## src/rtl/game_sequencer_pkg.sv

```systemverilog
// Shared types and constants for the sum-to-15 turn controller.
package game_pkg;

  typedef enum logic [2:0] {
    INIT,
    C_WAIT,
    C_CHECK,
    H_WAIT,
    H_CHECK,
    DONE
  } state_t;

  typedef logic [3:0] move_t;

  localparam int unsigned MAX_MOVES  = 8;
  localparam int unsigned SLOTS      = 4;
  localparam int unsigned TARGET_SUM = 15;

  // One-hot taken bit for a move; all-zero when the move is outside 1..9.
  function automatic logic [8:0] move_onehot(move_t m);
    logic [8:0] b;
    b = '0;
    for (int unsigned i = 0; i < 9; i++) begin
      if (m == move_t'(i + 1)) b[i] = 1'b1;
    end
    return b;
  endfunction

endpackage

```

## src/rtl/game_sequencer_if.sv

```systemverilog
// Request/valid handshake between the turn controller and the strategy engine.
interface game_sequencer_if;
  logic            cReq;
  game_pkg::move_t cMove;
  logic            cValid;

  modport master (input cReq, output cMove, output cValid);
  modport slave  (output cReq, input cMove, input cValid);
endinterface

```

## src/rtl/game_sequencer_sum15_check.sv

```systemverilog
// Flags a win when any three filled slots of one player's list sum to 15.
module sum15_check
  import game_pkg::*;
(
  input  move_t      m0_i,
  input  move_t      m1_i,
  input  move_t      m2_i,
  input  move_t      m3_i,
  input  logic [2:0] fill_i,
  output logic       win_o
);

  function automatic logic is15(move_t a, move_t b, move_t c);
    logic [5:0] s;
    s = {2'b00, a} + {2'b00, b} + {2'b00, c};
    return s == 6'(TARGET_SUM);
  endfunction

  // Slot 3 only takes part once four moves exist; zero-valued slots never count as filled.
  always_comb begin
    win_o = 1'b0;
    if (fill_i >= 3'd3 && is15(m0_i, m1_i, m2_i)) win_o = 1'b1;
    if (fill_i >= 3'd4 && (is15(m0_i, m1_i, m3_i) ||
                           is15(m0_i, m2_i, m3_i) ||
                           is15(m1_i, m2_i, m3_i))) win_o = 1'b1;
  end

endmodule

```

## src/rtl/game_sequencer.sv

```systemverilog
// Turn controller for the sum-to-15 game: alternates engine and human moves,
// records them and detects win/draw. GAME_SEQ_HUMAN_FIRST_EN lets the human start.
module game_sequencer
  import game_pkg::*;
(
  input  logic             clock,
  input  logic             reset_L,
  input  logic             newGame_L,
  input  logic             enter_L,
  input  move_t            hMove,
  game_sequencer_if.slave  eng,
  output move_t            h3,
  output move_t            h2,
  output move_t            h1,
  output move_t            h0,
  output move_t            c3,
  output move_t            c2,
  output move_t            c1,
  output move_t            c0,
  output logic [8:0]       taken,
  output logic             cWin,
  output logic             hWin,
  output logic             draw,
  output logic             illegal
);

  state_t     state_q, state_d;
  move_t      c_slot_q [SLOTS];
  move_t      c_slot_d [SLOTS];
  move_t      h_slot_q [SLOTS];
  move_t      h_slot_d [SLOTS];
  logic [2:0] c_cnt_q, c_cnt_d;
  logic [2:0] h_cnt_q, h_cnt_d;
  logic [8:0] taken_q, taken_d;
  logic       cwin_q, cwin_d;
  logic       hwin_q, hwin_d;
  logic       draw_q, draw_d;
  logic       illegal_q, illegal_d;
  logic       enter_prev_q;

  logic       press;
  logic [8:0] c_bit, h_bit;
  logic       c_legal, h_legal;
  logic       c_win, h_win, all_played;

  assign press      = enter_prev_q & ~enter_L;
  assign c_bit      = move_onehot(eng.cMove);
  assign h_bit      = move_onehot(hMove);
  assign c_legal    = (|c_bit) && ((c_bit & taken_q) == '0);
  assign h_legal    = (|h_bit) && ((h_bit & taken_q) == '0);
  assign all_played = ({1'b0, c_cnt_q} + {1'b0, h_cnt_q}) == 4'(MAX_MOVES);

  sum15_check u_c_check (
    .m0_i  (c_slot_q[0]),
    .m1_i  (c_slot_q[1]),
    .m2_i  (c_slot_q[2]),
    .m3_i  (c_slot_q[3]),
    .fill_i(c_cnt_q),
    .win_o (c_win)
  );

  sum15_check u_h_check (
    .m0_i  (h_slot_q[0]),
    .m1_i  (h_slot_q[1]),
    .m2_i  (h_slot_q[2]),
    .m3_i  (h_slot_q[3]),
    .fill_i(h_cnt_q),
    .win_o (h_win)
  );

  always_comb begin
    state_d   = state_q;
    c_slot_d  = c_slot_q;
    h_slot_d  = h_slot_q;
    c_cnt_d   = c_cnt_q;
    h_cnt_d   = h_cnt_q;
    taken_d   = taken_q;
    cwin_d    = cwin_q;
    hwin_d    = hwin_q;
    draw_d    = draw_q;
    illegal_d = 1'b0;

    unique case (state_q)
      INIT: begin
`ifdef GAME_SEQ_HUMAN_FIRST_EN
        state_d = H_WAIT;
`else
        state_d = C_WAIT;
`endif
      end
      C_WAIT: begin
        if (eng.cValid && c_legal) begin
          c_slot_d[c_cnt_q[1:0]] = eng.cMove;
          c_cnt_d                = c_cnt_q + 3'd1;
          taken_d                = taken_q | c_bit;
          state_d                = C_CHECK;
        end
      end
      C_CHECK: begin
        if (c_win) begin
          cwin_d  = 1'b1;
          state_d = DONE;
        end else if (all_played) begin
          draw_d  = 1'b1;
          state_d = DONE;
        end else begin
          state_d = H_WAIT;
        end
      end
      H_WAIT: begin
        if (press) begin
          if (h_legal) begin
            h_slot_d[h_cnt_q[1:0]] = hMove;
            h_cnt_d                = h_cnt_q + 3'd1;
            taken_d                = taken_q | h_bit;
            state_d                = H_CHECK;
          end else begin
            illegal_d = 1'b1;
          end
        end
      end
      H_CHECK: begin
        if (h_win) begin
          hwin_d  = 1'b1;
          state_d = DONE;
        end else if (all_played) begin
          draw_d  = 1'b1;
          state_d = DONE;
        end else begin
          state_d = C_WAIT;
        end
      end
      DONE:    state_d = DONE;
      default: state_d = INIT;
    endcase
  end

  always_ff @(posedge clock) begin
    if (!reset_L || !newGame_L) begin
      state_q      <= INIT;
      c_slot_q     <= '{default: '0};
      h_slot_q     <= '{default: '0};
      c_cnt_q      <= '0;
      h_cnt_q      <= '0;
      taken_q      <= '0;
      cwin_q       <= 1'b0;
      hwin_q       <= 1'b0;
      draw_q       <= 1'b0;
      illegal_q    <= 1'b0;
      enter_prev_q <= 1'b1;
    end else begin
      state_q      <= state_d;
      c_slot_q     <= c_slot_d;
      h_slot_q     <= h_slot_d;
      c_cnt_q      <= c_cnt_d;
      h_cnt_q      <= h_cnt_d;
      taken_q      <= taken_d;
      cwin_q       <= cwin_d;
      hwin_q       <= hwin_d;
      draw_q       <= draw_d;
      illegal_q    <= illegal_d;
      enter_prev_q <= enter_L;
    end
  end

  assign eng.cReq = (state_q == C_WAIT);
  assign h0       = h_slot_q[0];
  assign h1       = h_slot_q[1];
  assign h2       = h_slot_q[2];
  assign h3       = h_slot_q[3];
  assign c0       = c_slot_q[0];
  assign c1       = c_slot_q[1];
  assign c2       = c_slot_q[2];
  assign c3       = c_slot_q[3];
  assign taken    = taken_q;
  assign cWin     = cwin_q;
  assign hWin     = hwin_q;
  assign draw     = draw_q;
  assign illegal  = illegal_q;

endmodule

```

## src/flat_wrapper.sv

```systemverilog
// flat-port wrapper written by rule: the top's interface ports become plain ports
module game_sequencer_flat import game_pkg::*;
  (clock, reset_L, newGame_L, enter_L, hMove, h3, h2, h1, h0, c3, c2, c1, c0, taken, cWin, hWin, draw, illegal, eng_cReq, eng_cMove, eng_cValid);
  game_sequencer_if eng_i ();
  input  logic clock;
  input  logic reset_L;
  input  logic newGame_L;
  input  logic enter_L;
  input  move_t hMove;
  output move_t h3;
  output move_t h2;
  output move_t h1;
  output move_t h0;
  output move_t c3;
  output move_t c2;
  output move_t c1;
  output move_t c0;
  output logic [8:0] taken;
  output logic cWin;
  output logic hWin;
  output logic draw;
  output logic illegal;
  output wire logic [$bits(eng_i.cReq)-1:0] eng_cReq;
  input wire logic [$bits(eng_i.cMove)-1:0] eng_cMove;
  input wire logic [$bits(eng_i.cValid)-1:0] eng_cValid;
  assign eng_cReq = eng_i.cReq;
  assign eng_i.cMove = eng_cMove;
  assign eng_i.cValid = eng_cValid;
  game_sequencer u_core (.clock(clock), .reset_L(reset_L), .newGame_L(newGame_L), .enter_L(enter_L), .hMove(hMove), .eng(eng_i), .h3(h3), .h2(h2), .h1(h1), .h0(h0), .c3(c3), .c2(c2), .c1(c1), .c0(c0), .taken(taken), .cWin(cWin), .hWin(hWin), .draw(draw), .illegal(illegal));
endmodule
```

## config.mk

```make
export PLATFORM = sky130hd
export DESIGN_NAME = game_sequencer_flat
export DESIGN_NICKNAME = d
export VERILOG_FILES = /design/src/rtl/game_sequencer_pkg.sv /design/src/rtl/game_sequencer_if.sv /design/src/rtl/game_sequencer_sum15_check.sv /design/src/rtl/game_sequencer.sv /design/src/flat_wrapper.sv
export SDC_FILE = /design/constraint.sdc
export NUM_CORES = 1
export LEC_CHECK = 0
export CAP_MARGIN = 20
export CORE_AREA = 2 2 94 96
export DETAILED_ROUTE_END_ITERATION = 8
export DIE_AREA = 0 0 96 98
export PLACE_DENSITY_LB_ADDON = 0.2
export REMOVE_ABC_BUFFERS = 1
export SLEW_MARGIN = 30
export SYNTH_ARGS = -nofsm -noshare
export SYNTH_HDL_FRONTEND = slang
export SYNTH_HIERARCHICAL = 1
export SYNTH_SLANG_ARGS = --single-unit
```

## constraint.sdc

```tcl
create_clock -name clock -period 3.1 [get_ports clock]
set_input_delay 0.62 -clock clock [delete_from_list [all_inputs] [get_ports clock]]
set_output_delay 0.62 -clock clock [all_outputs]
set_load 0.01 [all_outputs]
```

Word level (Yosys, flattened, before mapping)
Index checks and enable logic that the tools add are counted.

Memories: 0. Bits in read-only memories: 0. Latch bits: 0. Logic and storage cells: 165. Register bits after elaboration: 55. Memory bits (writable): 0. Output and inout port bits: 46.

Mux-type cells: 45. Order comparisons: 8. Add/sub/neg operators: 17. Reductions and logical operators: 31. Shift-type cells: 0. Eq/ne operators: 37. Bitwise operators: 10. Div/mod/pow operators: 0. Multiply operators: 0.

Operator list (number): == test 6 x 4 -> 1 bit, second input constant (8); adder 5 x 4 -> 6 bit (6); bitwise mux 16 bit (2); == test 4 x 3 -> 1 bit, second input constant (8); adder 4 x 4 -> 5 bit (6); two-way mux 9 bit (3); two-way mux 1 bit (26); two-way mux 3 bit (7); == test 4 bit, second input constant (5); AND 9 bit (2); zero test 9 bit (2); bitwise OR 9 bit (2); case mux 3 bit (6 select lines) (1); case mux 9 bit (2 select lines) (1); OR reduction 9 bit (2); demux 4 bit (select 2 bit) (2); == test 4 x 2 -> 1 bit, second input constant (4); adder 6 x 4 -> 6 bit (2); greater-or-equal comparator 3 bit, second input constant (4); logical AND 1 bit (9); AND reduction 3 bit (3); == test 4 x 1 -> 1 bit, second input constant (2); two-way mux 4 bit (2); adder 3 x 1 -> 3 bit, second input constant (2); other kinds (19) (37).

Longest topological paths before layout
Gate-level depths: netlist of run 1.

Depth after elaboration: 9. Gate-level depth with buffers: 13.

Cells and area by module
Netlist of run 1, hierarchy kept.

Modules (own cells, without submodules): game_sequencer (area each 2925.3 um^2, cells each 327, instances 1); sum15_check (u_core.u_h_check) (area each 869.6 um^2, cells each 94, instances 1); sum15_check (u_core.u_c_check) (area each 864.6 um^2, cells each 93, instances 1).

Worst setup path after synthesis of run 1
No wires, ideal clock.

Path kind: register to register. Start: reg u_core.c_slot_q, in the netlist u_core/c0[0]. End: reg u_core.state_q[1]. Stages on the path, launching flop included: 12. Clock period less this slack: 2861 ps. Path buffers: 0. Slack: 239 ps. Arrival time: 2739 ps. Cell sequence: dfxtp_1 -> ha_1 -> inv_1 -> fa_1 -> inv_1 -> fa_1 -> o21bai_1 -> xor2_1 -> a32oi_1 -> o211ai_1 -> nor4_1 -> o311a_1.

Longest elaborated chain between the ends: 9. Elaborated cells between the ends (all ways): 16.

RTL lines: start: declaration (line game_sequencer.sv:28) `move_t c_slot_q [SLOTS];`; start signal: assignment (line game_sequencer.sv:153) `c_slot_q <= c_slot_d;`; adder 4 x 4 -> 5 bit (line game_sequencer_sum15_check.sv:15) `s = {2'b00, a} + {2'b00, b} + {2'b00, c};`; adder 5 x 4 -> 6 bit (line game_sequencer_sum15_check.sv:15); == test 6 x 4 -> 1 bit (line game_sequencer_sum15_check.sv:16) `return s == 6'(TARGET_SUM);`; logical OR 1 bit (line game_sequencer_sum15_check.sv:23) `if (fill_i >= 3'd4 && (is15(m0_i, m1_i, m3_i) ||`; logical OR 1 bit (line game_sequencer_sum15_check.sv:24) `is15(m0_i, m2_i, m3_i) ||`; logical AND 1 bit (line game_sequencer_sum15_check.sv:23); two-way mux 1 bit * (line game_sequencer_sum15_check.sv:23); named net u_core.c_win (line game_sequencer.sv:44) `logic c_win, h_win, all_played;`; two-way mux 3 bit * (line game_sequencer.sv:100) `if (c_win) begin`; case mux 3 bit (6 select lines) * (line game_sequencer.sv:83) `unique case (state_q)`; end signal: assignment (line game_sequencer.sv:152) `state_q <= state_d;`; end: declaration (line game_sequencer.sv:27) `state_t state_q, state_d;`.

The timed path passes the listed nets; every way through them passes the cells marked *. A chain may end at the register's enable or synchronous reset.

Worst setup path after layout of run 1
Start: reg u_core.c_slot_q, in the netlist u_core/c1[0]. End: reg u_core.state_q[2].

The elaborated chain is that of the path after synthesis.

==> results by group, run 1 <==
Yosys
  • Leading area contributor after synthesis: dfxtp_1
  • Seq cells post-synth: 55
  • Adder-cell area share of the yosys netlist: 0.244
  • Simple-gate share of the synthesized area: 0.189
  • Synth Area in XOR/XNOR: 0.0526
  • Area contributors post-synth: dfxtp_1, ha_1, mux2i_1, fa_1, nand2_1
  • Main combinational cell family by area after synthesis: adder cells
  • Synth cell types: 54
  • Post-synth top area share: 0.236
  • Most numerous cell in the Yosys netlist: ha_1
  • Ys async rst share: 0
  • Synth warn: 6
  • Post-synthesis compound-gate area fraction: 0.146
  • Syn_area_per_cell: 9.07 um2
  • Mux cell area share after synthesis: 0.0816
  • Netlist Area Pre-Place: 0.00466 mm2
  • Mapped Cells: 514
  • Seq/Total Area, Yosys: 0.236
  • Post-synth top cells: ha_1, nand2_1, dfxtp_1, mux2i_1, inv_1
  • Ys flop type: dfxtp_1
  • Post-synth EDFFs: 0

Detailed routing
  • Initial DRC count: 215
  • DR vias: 4047
  • Post-route ant nets: 0
  • DR vias/cell: 5.92
  • Initial DRT Pass Iterations: 5
  • Drt drc: 0
  • Final wirelength: 11700 um
  • Wire per inst: 17.1 um

Floorplan
  • Die Width: 96 um
  • Die ar.: 0.00941 mm2
  • Initial Util: 0.550
  • Rows: 34
  • Die Height: 98 um
  • # IOs: 59
  • Core ar.: 0.00847 mm2

Timing
  • Setup TNS Final: 0 ns
  • Worst slew margin: 0.666
  • Final setup vio count: 0
  • Hold Violations, Final: 0
  • Tmin final: 2.97 ns
  • Worst-Margin Slew: 0.487 ns
  • Number of max-slew violations in the final report: 0
  • Skew final: 0.00769 ns
  • Tcrit/Tclk final: 0.959
  • Maximum clock frequency: 336 MHz

Global routing
  • Vias in the first global route: 3746
  • Initial antenna violation count: 0
  • Pin count of the biggest net entering global routing: 26
  • Grt total ovfl: 0
  • First-pass GRT wire length: 19000 um
  • GRT Util Overall: 0.255

CTS
  • CTS sink cnt: 55
  • CTS max path bufs: 2
  • CTS tree: built
  • Clock slew at reported path FFs: 0.10 ns
  • Clock Latency Late Sink: 0.32 ns
  • Root Buffer: clkbuf_8
  • TritonCTS Buffers: 5
  • Htree depth: 2

Place
  • Final Wtd Congestion: 0.927
  • DP Area: 0.00540 mm2
  • I/O Buffers: 58
  • Post-DP HPWL: 9240 um

Power
  • Worst vdd ir: 0.167 mV
  • Leakage: 2.59 nW
  • Overall Power: 0.00132 W
  • Power Dens Cells: 239 mW/mm2

Final layout
  • Final #Nets: 671
  • # fillers: 715
  • Layout Area Growth over Synthesis: 18.5%
  • Fraction of layout cells with a size suffix above 1: 0.0816
  • Final core utilization: 0.652
  • Antenna Cells: 0
  • Final instance area: 0.00552 mm2

Critical path
  • Slowest CP cell: fa_1
  • Critical path type: reg2reg
  • Crit path cell chain: ha_1 -> inv_1 -> fa_1 -> inv_2 -> ha_1 -> a21oi_1 -> o21bai_1 -> xor2_1 -> a32oi_1 -> o211ai_1 -> buf_4 -> nor3_2 -> o22ai_1 -> and4b_1
  • CP Capture Type: flop
  • Most common cell on crit path: ha_1
  • Critical Path Start Type: flop
  • CP top delay family: adder cells
  • Critical Path RT: 3.32 ns
  • CP bufs+invs: 3
  • Critical Path AT: 3.19 ns
  • Critical Path Fanout Max: 4
  • Largest stage delay on the critical path: 0.54 ns

Run
  • Maxcap violations: 0

Run status
  • Outcome: finished, final reports clean

Worst hold path
  • Worst hold path class: reg2reg
## cells by family after synthesis
group | Yosys count
compound gates | 100
xor+xnor | 28
fa+ha+maj | 82
buf+inv | 55
flops | 55
mux | 38
simple gates | 156
## layer usage
| metal | vias up | part of all wire | GRT usage |
|---|---|---|---|
| met5 | - | 0 | 0 |
| met4 | 0 | 0.015 | 0.0582 |
| met3 | 14 | 0.057 | 0.0332 |
| met2 | 153 | 0.48 | 0.412 |
| met1 | 1908 | 0.45 | 0.359 |
| li1 | 1972 | - | - |
## state kept, by name, summed over array words and instances (netlist names)
signal	cells
u_core/taken	9
u_core/c0	4
u_core/c1	4
u_core/c2	4
u_core/c3	4
u_core/h0	4
u_core/h1	4
u_core/h2	4
u_core/h3	4
u_core/c_cnt_q	3
u_core/h_cnt_q	3
u_core/state_q	3
u_core/cWin	1
u_core/draw	1
u_core/enter_prev_q	1
u_core/hWin	1
u_core/illegal	1
## worst reg2reg max path, stage by stage, from the launching register on
cell and delay [ns]:
dfxtp_1 0.35, ha_1 0.16, inv_1 0.06, fa_1 0.54
inv_2 0.07, ha_1 0.30, a21oi_1 0.19, o21bai_1 0.11
xor2_1 0.15, a32oi_1 0.20, o211ai_1 0.13, buf_4 0.17
nor3_2 0.16, o22ai_1 0.09, and4b_1 0.20
## layout by cell type (no fill, tap or decap), drive strengths merged, types with 4 or more instances in the layout
cell           synthesis  final
nor2b                  8      8
ha                    67     67
nand3                 14     14
nand4b                 4      4
a21oi                 37     37
xnor2                 25     25
nor4                   8      8
o22ai                  4      4
nand4                 12     12
fa                    15     15
nand2b                10     10
mux2i                 38     38
dfxtp                 55     55
nor2                   9      9
inv                   34     34
buf                   12     18
clkdlybuf4s50          0     58
nand3b                10     10
o21ai                 12     12
clkbuf                 9      5
a21o                  17     17
nand2                 60     60
a32oi                  4      4
a211oi                10     10
nor3                   6      6
## path summary, 6_finish.rpt
check / slack (ns) / startpoint / cells past startpoint / endpoint
setup / recovery: 0.13 / u_core/c1[0] / 14 / u_core/state_q[2]
setup reg to reg: 0.13 / u_core/c1[0] / 14 / u_core/state_q[2]
hold / removal: 0.52 / u_core/h0[2] / 2 / u_core/h0[2]
hold reg to reg: 0.52 / u_core/h0[2] / 2 / u_core/h0[2]
## report_power, final
group	total (W)	switching (W)	internal, W
sequential	0.000713	0.00000402	0.000709
combinational	0.000127	0.0000761	0.0000513
clock	0.000482	0.000245	0.000237
## through the flow
stage | hold slack, ns | worst slack [ns] | cells
2_1_floorplan | 0.495 | 0.239 | 493
4_1_cts | 0.517 | 0.109 | 683
3_5_place_dp | 0.502 | 0.119 | 676
6_report | 0.517 | 0.126 | 684
3_3_place_gp | 0.493 | 0.242 | 676
5_1_grt | 0.549 | -0.0150 | 684
## area by class of cell
| cell class | instances | area, um2 | area share |
|---|---|---|---|
| Inverter | 34 | 128 | 0.0231 |
| Sequential cell | 55 | 1100 | 0.200 |
| Tap cell | 108 | 135 | 0.0245 |
| Timing Repair Buffer | 76 | 716 | 0.130 |
| Clock buffer | 5 | 68.8 | 0.0125 |
| Multi-Input combinational cell | 404 | 3330 | 0.604 |
| Clock inverter | 2 | 37.5 | 0.00680 |
## what timing repair did
item	4_1_cts	5_1_grt
setup buffers	0	1
setup endpoints to repair	0	4
resized for setup	0	4
hold buffers	0	0
No activity file was read; power rests on OpenSTA's default activity.
==> run 2, diff against run 1 <==
--- a/config.mk
+++ b/config.mk
@@ -16,3 +16,4 @@
 export SYNTH_HDL_FRONTEND = slang
 export SYNTH_HIERARCHICAL = 1
 export SYNTH_SLANG_ARGS = --single-unit
+export TNS_END_PERCENT = 10
==> results of run 2 <==
Final layout, timing and power as in run 1 (identical DEF).
==> run 3, diff against run 2 <==
--- a/config.mk
+++ b/config.mk
@@ -6,9 +6,9 @@
 export NUM_CORES = 1
 export LEC_CHECK = 0
 export CAP_MARGIN = 20
-export CORE_AREA = 2 2 94 96
+export CORE_AREA = 2 2 124 126
 export DETAILED_ROUTE_END_ITERATION = 8
-export DIE_AREA = 0 0 96 98
+export DIE_AREA = 0 0 126 128
 export PLACE_DENSITY_LB_ADDON = 0.2
 export REMOVE_ABC_BUFFERS = 1
 export SLEW_MARGIN = 30
==> run 3 against run 2 <==
Net effect: die area rose by 71%; global-route usage shrank 9.5 points; clock-buffer cell count unchanged; flip-flop and latch count is the same; non-clock buffer count rose by 4; worst hold slack gained 0.0030 ns; largest power group unchanged; first-iteration DRC count decreased by 13%; setup slack better by 0.059 ns; maximum frequency is 2.0% higher.
==> results by group, run 3 (same netlist as run 1, synthesis figures left out) <==
Global routing
  • GRT Util Overall: 0.160 (-0.0947)
  • Vias in the first global route: 4118 (+9.9%)
  • Met1 usage: 0.208 (-0.151)
  • First-pass GRT wire length: 20800 um (+9.2%)
  • GR Util met2: 0.275 (-0.138)
  • Grt total ovfl: 0 (unchanged)
  • Initial antenna violation count: 0 (unchanged)
  • Gr busiest metal: met2
  • Pin count of the biggest net entering global routing: 24 (-7.7%)
  • GR Util met3: 0.0213 (-0.0119)

Place
  • Post-place setup slack: 0.0709 ns (-0.0480 ns)
  • I/O Buffers: 58 (unchanged)
  • Final Wtd Congestion: 0.799 (-14%)
  • Post-DP HPWL: 10200 um (+11%)

Floorplan
  • Initial Util: 0.313 (-0.237)
  • Die ar.: 0.0161 mm2 (+71%)
  • Die Height: 128 um (+31%)
  • Core ar.: 0.0149 mm2 (+76%)
  • Die Width: 126 um (+31%)
  • Rows: 45 (+32%)
  • # IOs: 59 (unchanged)

Timing
  • Worst slew margin: 0.654 (-0.0121)
  • Number of max-slew violations in the final report: 0 (unchanged)
  • Final WS setup: 0.185 ns (+0.0592 ns)
  • Hold Violations, Final: 0 (unchanged)
  • Tmin final: 2.91 ns (-0.0592 ns)
  • Tcrit/Tclk final: 0.940 (-0.0191)
  • Setup TNS Final: 0 ns (unchanged)
  • Worst-Margin Slew: 0.519 ns (+0.0321 ns)
  • RSZ-0062 raised after global routing: false
  • Final setup vio count: 0 (unchanged)
  • Maximum clock frequency: 343 MHz (+2.0%)
  • Skew final: 0.00952 ns (+0.00183 ns)

Power
  • Internal: 0.00107 W (+7.6%)
  • Switch share: 0.259 (+0.0129)
  • Power Dens Cells: 254 mW/mm2 (+6.1%)
  • Leakage: 2.63 nW (+1.8%)
  • Combinational power share: 0.089 (-0.007)
  • Clock power share: 0.418 (+0.054)
  • Sequential share of power: 0.492 (-0.047)
  • NetSw: 0.000375 W (+15%)
  • Worst vdd ir: 0.244 mV (+46%)
  • Overall Power: 0.00145 W (+9.5%)

Critical path
  • CP Capture Type: flop
  • Critical Path Start Type: flop
  • Critical path type: reg2reg
  • Critical Path Fanout Max: 4 (unchanged)
  • Critical Path AT: 3.12 ns (-0.07 ns)
  • Crit path cell chain: ha_1 -> inv_1 -> fa_1 -> inv_1 -> fa_2 -> and4bb_2 -> a32oi_1 -> o211ai_1 -> buf_4 -> nor3_1 -> o22ai_1 -> and4b_1
  • Critical Path RT: 3.30 ns (-0.02 ns)
  • Largest stage delay on the critical path: 0.53 ns (about the same)
  • Most common cell on crit path: inv_1
  • Slowest CP cell: fa_1

Final layout
  • Final core utilization: 0.383 (-0.269)
  • Fraction of layout cells with a size suffix above 1: 0.0861 (+0.00446)
  • Commonest non-fill, non-tap cell in the layout: ha_1
  • Max reg flops: 9 (unchanged)
  • Most frequent cells in the layout: ha_1, nand2_1, clkdlybuf4s50_1, dfxtp_1, mux2i_1
  • Antenna Cells: 0 (unchanged)
  • # fillers: 1536 (+110%)
  • Final #Nets: 675 (+0.60%)
  • Layout Area Growth over Synthesis: 22.3%

Worst hold path
  • Worst hold path class: reg2reg

CTS
  • Htree depth: 2 (unchanged)
  • Root Buffer: clkbuf_16
  • Clock slew at reported path FFs: 0.08 ns (-0.02 ns)
  • TritonCTS Buffers: 5 (unchanged)
  • Clock Latency Late Sink: 0.30 ns (-0.02 ns)
  • CTS tree: built
  • CTS sink cnt: 55 (unchanged)
  • CTS max path bufs: 2 (unchanged)
  • Hold-fix buffers, CTS: 0 (unchanged)

Detailed routing
  • Wire per inst: 16.4 um (-4.2%)
  • Final wirelength: 12600 um (+7.7%)
  • Initial DRT Pass Iterations: 4 (-1)
  • DR vias/cell: 5.15 (-13%)
  • Post-route ant nets: 0 (unchanged)
  • Initial DRC count: 188 (-13%)
  • DR vias: 3964 (-2.1%)
  • Drt drc: 0 (unchanged)

Run
  • Maxcap violations: 0 (unchanged)

Run status
  • Outcome: finished, final reports clean
run 3: power groups by stage:
stage                     logic [W]  registers [W]  clock network [W]
final                      0.000129       0.000712           0.000605
after CTS                  0.000130       0.000712           0.000627
after global placement     0.000129       0.000729                  0
after floorplan           0.0000623       0.000728                  0
after global routing       0.000142       0.000713           0.000652
after detailed placement   0.000130       0.000729                  0
run 3: timing repair:
action / 4_1_cts / 5_1_grt
setup endpoints to repair: 0 / 4
resized for setup: 0 / 2
setup buffers: 0 / 1
endpoints found under the hold margin: 0 / 0
run 3: final timing paths:
path | start | end | slack (ns) | cells past startpoint
setup reg to reg | u_core/c0[0] | u_core/state_q[2] | 0.19 | 12
hold reg to reg | u_core/cWin | u_core/cWin | 0.52 | 2
setup / recovery | u_core/c0[0] | u_core/state_q[2] | 0.19 | 12
hold / removal | u_core/cWin | u_core/cWin | 0.52 | 2
run 3: critical path: cells and delay by family (launching register included):
| family | cells | cell delay, ns |
|---|---|---|
| compound gates | 3 | 0.39 |
| fa+ha+maj | 3 | 1.17 |
| buf+inv | 3 | 0.32 |
| flops | 1 | 0.34 |
| simple gates | 3 | 0.60 |
run 3: metrics by stage:
stage               hold slack [ns]  cell area, um2  std cells
floorplan                     0.495            4550        493
global placement              0.509            5530        760
detailed placement            0.505            5530        760
CTS                           0.523            5690        768
global route                  0.557            5700        769
finish                        0.520            5700        769
run 3: area by class of cell:
class | instances | area, um2 | area share
Clock inverter | 3 | 33.8 | 0.00593
Sequential cell | 55 | 1100 | 0.193
Multi-Input combinational cell | 404 | 3330 | 0.584
Inverter | 34 | 128 | 0.0224
Timing Repair Buffer | 80 | 746 | 0.131
Clock buffer | 5 | 125 | 0.0220
Tap cell | 188 | 235 | 0.0413
run 3: per-layer routing:
| metal | vias to the layer above | part of all wire |
|---|---|---|
| met1 | 1883 | 0.46 |
| met5 | - | 0 |
| met3 | 23 | 0.034 |
| met2 | 84 | 0.48 |
| li1 | 1974 | - |
| met4 | 0 | 0.021 |
